[config.mk]
export PLATFORM = sky130hd
export DESIGN_NAME = uart_host
export DESIGN_NICKNAME = d
export VERILOG_FILES = /design/src/rtl/uart_bus_pkg.sv /design/src/rtl/sync_fifo.sv /design/src/rtl/uart_host.sv
export SDC_FILE = /design/constraint.sdc
export NUM_CORES = 1
export LEC_CHECK = 0
export CAP_MARGIN = 20
export CELL_PAD_IN_SITES_DETAIL_PLACEMENT = 1
export CELL_PAD_IN_SITES_GLOBAL_PLACEMENT = 2
export CORE_ASPECT_RATIO = 0.5
export CORE_MARGIN = 3
export CORE_UTILIZATION = 24
export DETAILED_ROUTE_END_ITERATION = 16
export GPL_ROUTABILITY_DRIVEN = 0
export GPL_TIMING_DRIVEN = 0
export PLACE_DENSITY = 0.57
export SLEW_MARGIN = 0
export SYNTH_ARGS = -nofsm -noshare
export SYNTH_HDL_FRONTEND = slang
export SYNTH_HIERARCHICAL = 1
export SYNTH_SLANG_ARGS = --single-unit
[constraint.sdc]
create_clock -name i_clk -period 2.6 [get_ports i_clk]
set_input_delay 0.52 -clock i_clk [delete_from_list [all_inputs] [get_ports i_clk]]
set_output_delay 0.52 -clock i_clk [all_outputs]
set_load 0.03 [all_outputs]
[src/rtl/uart_bus_pkg.sv]
// rtl/uart_bus_pkg.sv - UART register map, status bits and host FSM states
package uart_bus_pkg;

  localparam logic ADDR_DATA   = 1'b0;
  localparam logic ADDR_STATUS = 1'b1;

  localparam int ST_RXAV  = 0;
  localparam int ST_OVR   = 1;
  localparam int ST_TXACT = 2;

  typedef enum logic [1:0] {
    POLL = 2'd0,
    RD   = 2'd1,
    WR   = 2'd2,
    GAP  = 2'd3
  } state_t;

endpackage

[src/rtl/sync_fifo.sv]
// rtl/sync_fifo.sv - single-clock FIFO with combinational head, power-of-two depth
module sync_fifo #(
  parameter int WIDTH = 8,
  parameter int DEPTH = 4
) (
  input  logic             clk,
  input  logic             rst_n,
  input  logic             push,
  input  logic [WIDTH-1:0] din,
  input  logic             pop,
  output logic [WIDTH-1:0] head,
  output logic             full,
  output logic             empty
);

  localparam int AW = (DEPTH > 1) ? $clog2(DEPTH) : 1;

  logic [WIDTH-1:0] mem [DEPTH];
  logic [AW-1:0]    wr_ptr;
  logic [AW-1:0]    rd_ptr;
  logic [AW:0]      count;
  logic             do_push;
  logic             do_pop;

  assign full    = (count == (AW+1)'(DEPTH));
  assign empty   = (count == '0);
  assign do_push = push && !full;
  assign do_pop  = pop && !empty;
  // Head reads as zero while empty so the client never sees stale storage.
  assign head    = empty ? '0 : mem[rd_ptr];

  always_ff @(posedge clk) begin
    if (do_push) begin
      mem[wr_ptr] <= din;
    end
  end

  always_ff @(posedge clk or negedge rst_n) begin
    if (!rst_n) begin
      wr_ptr <= '0;
      rd_ptr <= '0;
      count  <= '0;
    end else begin
      if (do_push) wr_ptr <= wr_ptr + AW'(1);
      if (do_pop)  rd_ptr <= rd_ptr + AW'(1);
      case ({do_push, do_pop})
        2'b10:   count <= count + (AW+1)'(1);
        2'b01:   count <= count - (AW+1)'(1);
        default: count <= count;
      endcase
    end
  end

endmodule

[src/rtl/uart_host.sv]
// rtl/uart_host.sv - polls a UART register interface, feeding TX and draining RX FIFOs
module uart_host
  import uart_bus_pkg::*;
#(
  parameter int TX_DEPTH = 4,
  parameter int RX_DEPTH = 4
) (
  input  logic       i_clk,
  input  logic       i_reset,
  input  logic [7:0] i_tx_dat,
  input  logic       i_tx_valid,
  output logic       o_tx_ready,
  output logic [7:0] o_rx_dat,
  output logic       o_rx_valid,
  input  logic       i_rx_ready,
  output logic       o_overrun,
  input  logic       i_clr_overrun,
  output logic [7:0] o_u_dat,
  input  logic [7:0] i_u_dat,
  output logic       o_u_addr,
  output logic       o_u_we,
  output logic       o_u_cyc
);

  state_t     state;
  state_t     next_state;
  logic       act_q;
  logic       ovr_q;
  logic [7:0] u_dat_q;
  logic       poll;
  logic [7:0] tx_head;
  logic       tx_full;
  logic       tx_empty;
  logic       rx_full;
  logic       rx_empty;

  // act_q holds the bus quiet for the first cycle out of reset.
  assign poll       = act_q && (state == POLL);
  assign o_u_cyc    = act_q && (state != GAP);
  assign o_u_we     = (state == WR);
  assign o_u_addr   = poll ? ADDR_STATUS : ADDR_DATA;
  assign o_u_dat    = u_dat_q;
  assign o_tx_ready = act_q && !tx_full;
  assign o_rx_valid = !rx_empty;
  assign o_overrun  = ovr_q;

  sync_fifo #(.WIDTH(8), .DEPTH(TX_DEPTH)) u_tx_fifo (
    .clk   (i_clk),
    .rst_n (i_reset),
    .push  (i_tx_valid && o_tx_ready),
    .din   (i_tx_dat),
    .pop   (state == WR),
    .head  (tx_head),
    .full  (tx_full),
    .empty (tx_empty)
  );

  sync_fifo #(.WIDTH(8), .DEPTH(RX_DEPTH)) u_rx_fifo (
    .clk   (i_clk),
    .rst_n (i_reset),
    .push  (state == RD),
    .din   (i_u_dat),
    .pop   (i_rx_ready && o_rx_valid),
    .head  (o_rx_dat),
    .full  (rx_full),
    .empty (rx_empty)
  );

  always_comb begin
    next_state = state;
    case (state)
      POLL: begin
        if (act_q) begin
          if (i_u_dat[ST_RXAV] && !rx_full) begin
            next_state = RD;
          end else if (!i_u_dat[ST_TXACT] && !tx_empty) begin
            next_state = WR;
          end
        end
      end
      RD:      next_state = POLL;
      WR:      next_state = GAP;
      GAP:     next_state = POLL;
      default: next_state = POLL;
    endcase
  end

  always_ff @(posedge i_clk or negedge i_reset) begin
    if (!i_reset) begin
      state   <= POLL;
      act_q   <= 1'b0;
      ovr_q   <= 1'b0;
      u_dat_q <= 8'h00;
    end else begin
      state <= next_state;
      act_q <= 1'b1;
      // Capture the TX head on the way into WR so o_u_dat is a clean register.
      if (next_state == WR) begin
        u_dat_q <= tx_head;
      end
      if (poll && i_u_dat[ST_OVR]) begin
        ovr_q <= 1'b1;
      end else if (i_clr_overrun) begin
        ovr_q <= 1'b0;
      end
    end
  end

endmodule

---- Word-level counts from Yosys, hierarchy flattened ----
Memory sizes are Yosys's and may differ from the RTL's. A register that Yosys moved wholly into a read port is not among the register bits.
Index checks and enable logic that the tools add are counted.
operators by class
  $add $sub $neg .......................... 8
  equal/unequal tests ..................... 11
  muxes and demuxes ....................... 14
  reduce and logical (&&, ||, !) cells .... 25
operators by type and width
  kind                                                  number
  logical AND 1 bit                                     12
  one-hot mux 3 bit (2 select lines)                    2
  equality test 2 bit (second input constant)           5
  adder 2 x 1 -> 2 bit (second input constant)          4
  two-way mux 8 bit                                     1
  two-way mux 1 bit                                     7
  adder 3 x 1 -> 3 bit (second input constant)          2
  equality test 2 x 1 -> 1 bit (second input constant)  3
  equality test 3 bit (second input constant)           2
  logical NOT 1 bit                                     6
  logical NOT 3 bit                                     2
  two-way mux 2 bit                                     3
  one-hot mux 2 bit (3 select lines)                    1
  nonzero test 2 bit                                    3
  subtractor 3 x 1 -> 3 bit (second input constant)     2
  logical NOT 2 bit                                     1
  != test 2 bit (second input constant)                 1
  OR reduction 2 bit                                    1
storage, ports and cells
  flip-flop bits (word level) ............. 18
  memory bits (writable) .................. 64
  logic and storage cells ................. 69
  memories ................................ 2
memory list
  name           depth  width  rd ports  clocked after Yosys merged registers in  write ports  RTL line         text
  u_rx_fifo.mem  4      8      1         0                                        1            sync_fifo.sv:18  logic [WIDTH-1:0] mem [DEPTH];
  u_tx_fifo.mem  4      8      1         1                                        1            sync_fifo.sv:18

---- Longest topological paths before layout ----
  depth in word-level cells ............... 8
  gate-level depth with buffers ........... 11
  mapped depth without buffers ............ 11

---- Modules after synthesis ----
The synthesis kept the hierarchy.
modules (own cells, without submodules)
  module     instances  cells each  area an instance (µm²)
  sync_fifo  2          89          1,656.6
  uart_host  1          38          536.8

---- Worst setup path after synthesis ----
No wires, ideal clock.
  path kind ............................... reg-to-reg
  start point ............................. register u_tx_fifo.count[2]
  end point ............................... register u_tx_fifo.count[2]
  data arrival time ....................... 2,252 ps
  slack ................................... 222 ps
  cell stages (with the launch flop) ...... 12
  path buffers ............................ 0
  period minus slack after synthesis ...... 2,378 ps
  cell sequence ........................... dfrtp_1 nor3b_2 nor2b_1 and2_1 nor2b_2 inv_1 ha_1 inv_1 fa_1 xor2_1 nor2_1 xor2_1
on the way
  longest elaborated chain between the ends .. 7
  elaborated cells on any way between the ends .. 14
  classes of those cells .................. 2 x add/sub; 3 x eq/ne; 1 x mux; 8 x reduce/logical
ends and longest elaborated chain
  what                                                                             RTL line         text
  start: declaration                                                               sync_fifo.sv:21  logic [AW:0] count;
  start signal: assignment                                                         sync_fifo.sv:47  2'b10: count <= count + (AW+1)'(1);
  start signal: assignment                                                         sync_fifo.sv:48  2'b01: count <= count - (AW+1)'(1);
  start signal: assignment                                                         sync_fifo.sv:49  default: count <= count;
  equality test 3 bit *                                                            sync_fifo.sv:25  assign full = (count == (AW+1)'(DEPTH));
  net tx_full                                                                      uart_host.sv:32  logic tx_full;
  logical NOT 1 bit *                                                              uart_host.sv:43  assign o_tx_ready = act_q && !tx_full;
  logical AND 1 bit *                                                              uart_host.sv:43
  net o_tx_ready                                                                   uart_host.sv:12  output logic o_tx_ready,
  logical AND 1 bit *                                                              uart_host.sv:50  .push (i_tx_valid && o_tx_ready),
  logical AND 1 bit *                                                              sync_fifo.sv:27  assign do_push = push && !full;
  equality test 2 x 1 -> 1 bit / equality test 2 bit (equally long branches)       sync_fifo.sv:46  case ({do_push, do_pop})
  one-hot mux 3 bit (2 select lines) / nonzero test 2 bit (equally long branches)  n/a
The timed path passes the listed nets; every way through them passes the cells marked *.
A chain may end at the register's enable or synchronous reset.

---- Worst setup path after layout ----
  start point ............................. register u_rx_fifo.rd_ptr[0]
  end point ............................... output port o_rx_dat[1]
on the way
  longest elaborated chain between the ends .. 2
ends and longest elaborated chain
  what                      RTL line         text
  start: declaration        sync_fifo.sv:20  logic [AW-1:0] rd_ptr;
  start signal: assignment  sync_fifo.sv:45  if (do_pop) rd_ptr <= rd_ptr + AW'(1);
  memory (4 x 8 bit)        n/a
  two-way mux 8 bit         sync_fifo.sv:30  assign head = empty ? '0 : mem[rd_ptr];
  end: declaration          uart_host.sv:13  output logic [7:0] o_rx_dat,
No other way between the ends.

==> impl_metrics.csv <==
group,metric,value,unit
clock_network,htreeDepth,3,
synth,avgSynthCellArea,17.8,µm²
clock_network,cts_inserted_buffers,9,
synth,yosysUniqueCellTypes,29,
clock_network,cts_root_buf,"clkbuf_16",
synth,async_flop_share,28.9,%
synth,synth_top_area_share,49.9,%
status,outcome,"finished clean",
synth,synth_top_area_cell,"edfxtp_1",
clock_network,cts_tree,"done",
worst_setup_path,start_kind,"register",
power_and_ir_drop,p_switching,1850,µW
worst_setup_path,cp.arrival,1.90,ns
worst_setup_path,r2r_cells,11,
synth,synth_edf_count,64,
routing,drc,0,
routing,drt_iter0_markers,69,
routing,vias,1875,
clock_network,clock_latency,0.33,ns
worst_setup_path,max_stage_delay,0.53,ns
routing,avgViaCountPerCell,3.91,
timing,slew_viol_final,0,
power_and_ir_drop,internal-power,3700,µW
timing,tightest_slew,0.596,ns
synth,seq_area_frac_synth,66.8,%
synth,ys_ff_latch,90,
layout,diodes,0,
routing,wirelength,7240,µm
placement,io_buffers,42,
global_route,grt_pass1_vias,2139,
power_and_ir_drop,clkPwrFrac,22.1,%
timing,fin_hold_ws,0.493,ns
global_route,grt_usage,9.04,%
global_route,grt_max_degree,18,
global_route,met1_usage,9.98,%
die,die_width,185,µm
die,die_h,95.6,µm
placement,hpwl,5200,µm
power_and_ir_drop,vdd_drop_max,0.000356,V
synth,syn-instance-count,216,
synth,synth_nets,249,
timing,timing.slew.headroom,60.2,%
worst_setup_path,cp-end-kind,"primary output",
timing,setup_slack,0.178,ns
timing,setup_viol,0,
timing,rsz0062_at_grt,"no",
power_and_ir_drop,total_power,5550,µW
worst_setup_path,cp.depth,4,
worst_setup_path,critPathTopFamily,"buffers and inverters",
die,fp.dieArea,17700,µm²
power_and_ir_drop,power_density,1150,nW/µm²
worst_setup_path,crit_path_max_fanout,10,
timing,fin_crit,2.42,ns
global_route,grt_antenna_before_repair,0,
layout,instances_no_fill,479,
hold_path,worstHoldPathCells,1,
routing,drtPass1Iterations,3,
clock_network,clk_pin_slew_worst_paths,0.06,ns
synth,yosysWarnings,6,
worst_setup_path,critPathKind,"reg2out",
clock_network,cts_sinks,90,
layout,nNetsFinal,303,
worst_setup_path,path_cells,"buf_6 > mux4_2 > and2_1 > dlygate4sd2_1",
clock_network,clock_path_buffers,2,
placement,place_inst,463,
die,coreArea,15500,µm²
die,initial_utilization,24.8,%
synth,synth_area,3850,µm²
flow_run,drv_cap,0,
die,io_pins,43,
timing,fin_setup_tns,0,ns
synth,synth_ff_type,"edfxtp_1",
layout,area_growth,25.3,%
die,fp-row-count,32,
worst_setup_path,cp_num_buf_inv,2,
timing,min_period_over_period,93.1,%
hold_path,min_path_type,"reg2reg",
global_route,grt.overflow.total,0,
timing,finalHoldViolations,0,
layout,drive_gt1_share,20.7,%
power_and_ir_drop,comb_power_share,40.6,%
timing,clock.fmax,413,MHz
global_route,use_met2,16.4,%
global_route,grt_busiest_layer,"met2",
global_route,grt_use_met3,3.20,%
synth,ys_top_cells_by_area,"edfxtp_1 50%, dfrtp_1 17%, mux4_2 9.4%",
power_and_ir_drop,seqPwrFrac,37.3,%
worst_setup_path,required,2.08,ns
power_and_ir_drop,p_leak,0.00181,µW
routing,wl_per_cell,15.1,µm
clock_network,post-cts-setup-buffers,0,
timing,clock_skew,0.00695,ns
worst_setup_path,critPathSlowestCell,"mux4_2",
power_and_ir_drop,swShare,33.3,%
placement,preCtsSetupSlack,0.0730,ns
global_route,grt_first_pass_wirelength,11900,µm
routing,final_antenna_net_count,0,
## worst reg2reg max path: stages (launching register included)
cell,delay (ns)
dfrtp_1,0.42
or3_4,0.16
buf_6,0.13
inv_1,0.06
nor2b_1,0.19
and2_4,0.20
ha_1,0.19
inv_1,0.06
fa_1,0.39
xor2_1,0.15
nor2_1,0.13
xor2_1,0.17
## stage by stage
| stage | util [%] | area (µm²) |
|---|---|---|
| after floorplan | - | 3850 |
| after global placement | 29.1 | 4530 |
| after detailed placement | 29.3 | 4550 |
| after CTS | 31.0 | 4820 |
| after global routing | 31.1 | 4830 |
| final | 31.1 | 4830 |
## registers in the layout, indices dropped and copies added (netlist names), 3 cells and up
name	flops
o_u_dat	8
u_rx_fifo/count	3
u_rx_fifo/mem	32
u_tx_fifo/count	3
u_tx_fifo/mem	32
## power by group through the flow
| stage | clock network [µW] | registers (µW) | logic, µW |
|---|---|---|---|
| detailed placement | 0 | 2110 | 2370 |
| floorplan | 0 | 2180 | 1500 |
| global route | 1350 | 2110 | 2470 |
| finish | 1220 | 2070 | 2250 |
| global placement | 0 | 2080 | 2290 |
| CTS | 1270 | 2080 | 2320 |
## final cells by class
cell class	count	area (µm²)
plain buffers	7	66.3
clock buffers	11	233
clock inverters	5	47.5
fillers	1628	10700
inverters	16	60.1
multi-input cells	103	1150
flip-flops and latches	90	2570
well taps	204	255
repair buffers	43	440
## final timing paths
| kind | slack [ns] | from | end |
|---|---|---|---|
| worst max-delay path | 0.18 | u_rx_fifo/rd_ptr[0]$_DFFE_PN0P_ | o_rx_dat[1] |
| worst min-delay path | 0.49 | u_rx_fifo/count[2]$_DFFE_PN0P_ | u_rx_fifo/count[2]$_DFFE_PN0P_ |
| worst max register to register | 0.27 | u_rx_fifo/count[0]$_DFFE_PN0P_ | u_rx_fifo/count[2]$_DFFE_PN0P_ |
| worst min register to register | 0.49 | u_rx_fifo/count[2]$_DFFE_PN0P_ | u_rx_fifo/count[2]$_DFFE_PN0P_ |
| max in group asynchronous | 1.54 | i_reset | u_tx_fifo/wr_ptr[1]$_DFFE_PN0P_ |
| min in group asynchronous | 0.57 | i_reset | u_rx_fifo/count[2]$_DFFE_PN0P_ |
## cell families (layout without fill, tap and decap cells)
logic type / after synthesis / count (layout) / synth area share (%)
DFF: 90 / 90 / 66.8
adders and majority gates: 12 / 12 / 4.29
AOI/OAI and AO/OA: 3 / 3 / 0.455
other: 1 / 1 / 0.0974
xor gates and xnor gates: 12 / 12 / 2.73
and+or+nand+nor: 47 / 47 / 8.74
muxes: 28 / 28 / 13.6
buffers and inverters: 23 / 82 / 3.28
## layer usage
| metal | share of wire (%) | wire length, µm |
|---|---|---|
| met5 | 0 | 0 |
| met4 | 1.4 | 103 |
| met3 | 3.3 | 242 |
| met2 | 54 | 3940 |
| met1 | 41 | 2950 |
## layout by cell type (no fill, tap or decap), types with 5 or more instances in the layout
master,n
and2_1,25
clkdlybuf4s50_1,33
dfrtp_1,26
edfxtp_1,64
ha_1,10
dlygate4sd2_1,8
buf_6,5
mux2_4,8
mux4_2,16
xor2_1,6
clkbuf_16,9
xnor2_1,6
inv_1,16
## repair_timing
action	CTS	global route
cloned	0	0
hold endpoints to repair	0	0
gates resized for setup	8	1
endpoints found under the setup margin	8	1
hold buffers	0	0
## synth_stat cells (2+ instances only)
| library cell | n |
|---|---|
| mux2_4 | 8 |
| xor2_1 | 6 |
| mux4_2 | 16 |
| dfrtp_1 | 26 |
| clkbuf_2 | 2 |
| mux2i_1 | 2 |
| nor3b_2 | 3 |
| inv_1 | 16 |
| mux2_2 | 2 |
| or3_4 | 2 |
| nor2b_2 | 2 |
| nand3_2 | 2 |
| ha_1 | 10 |
| xnor2_1 | 6 |
| and2_1 | 25 |
| and2_4 | 2 |
| fa_1 | 2 |
| edfxtp_1 | 64 |
| buf_6 | 5 |
| nor2_1 | 3 |
| nor2b_1 | 4 |
Note: power is estimated with default switching activity, not from simulation.
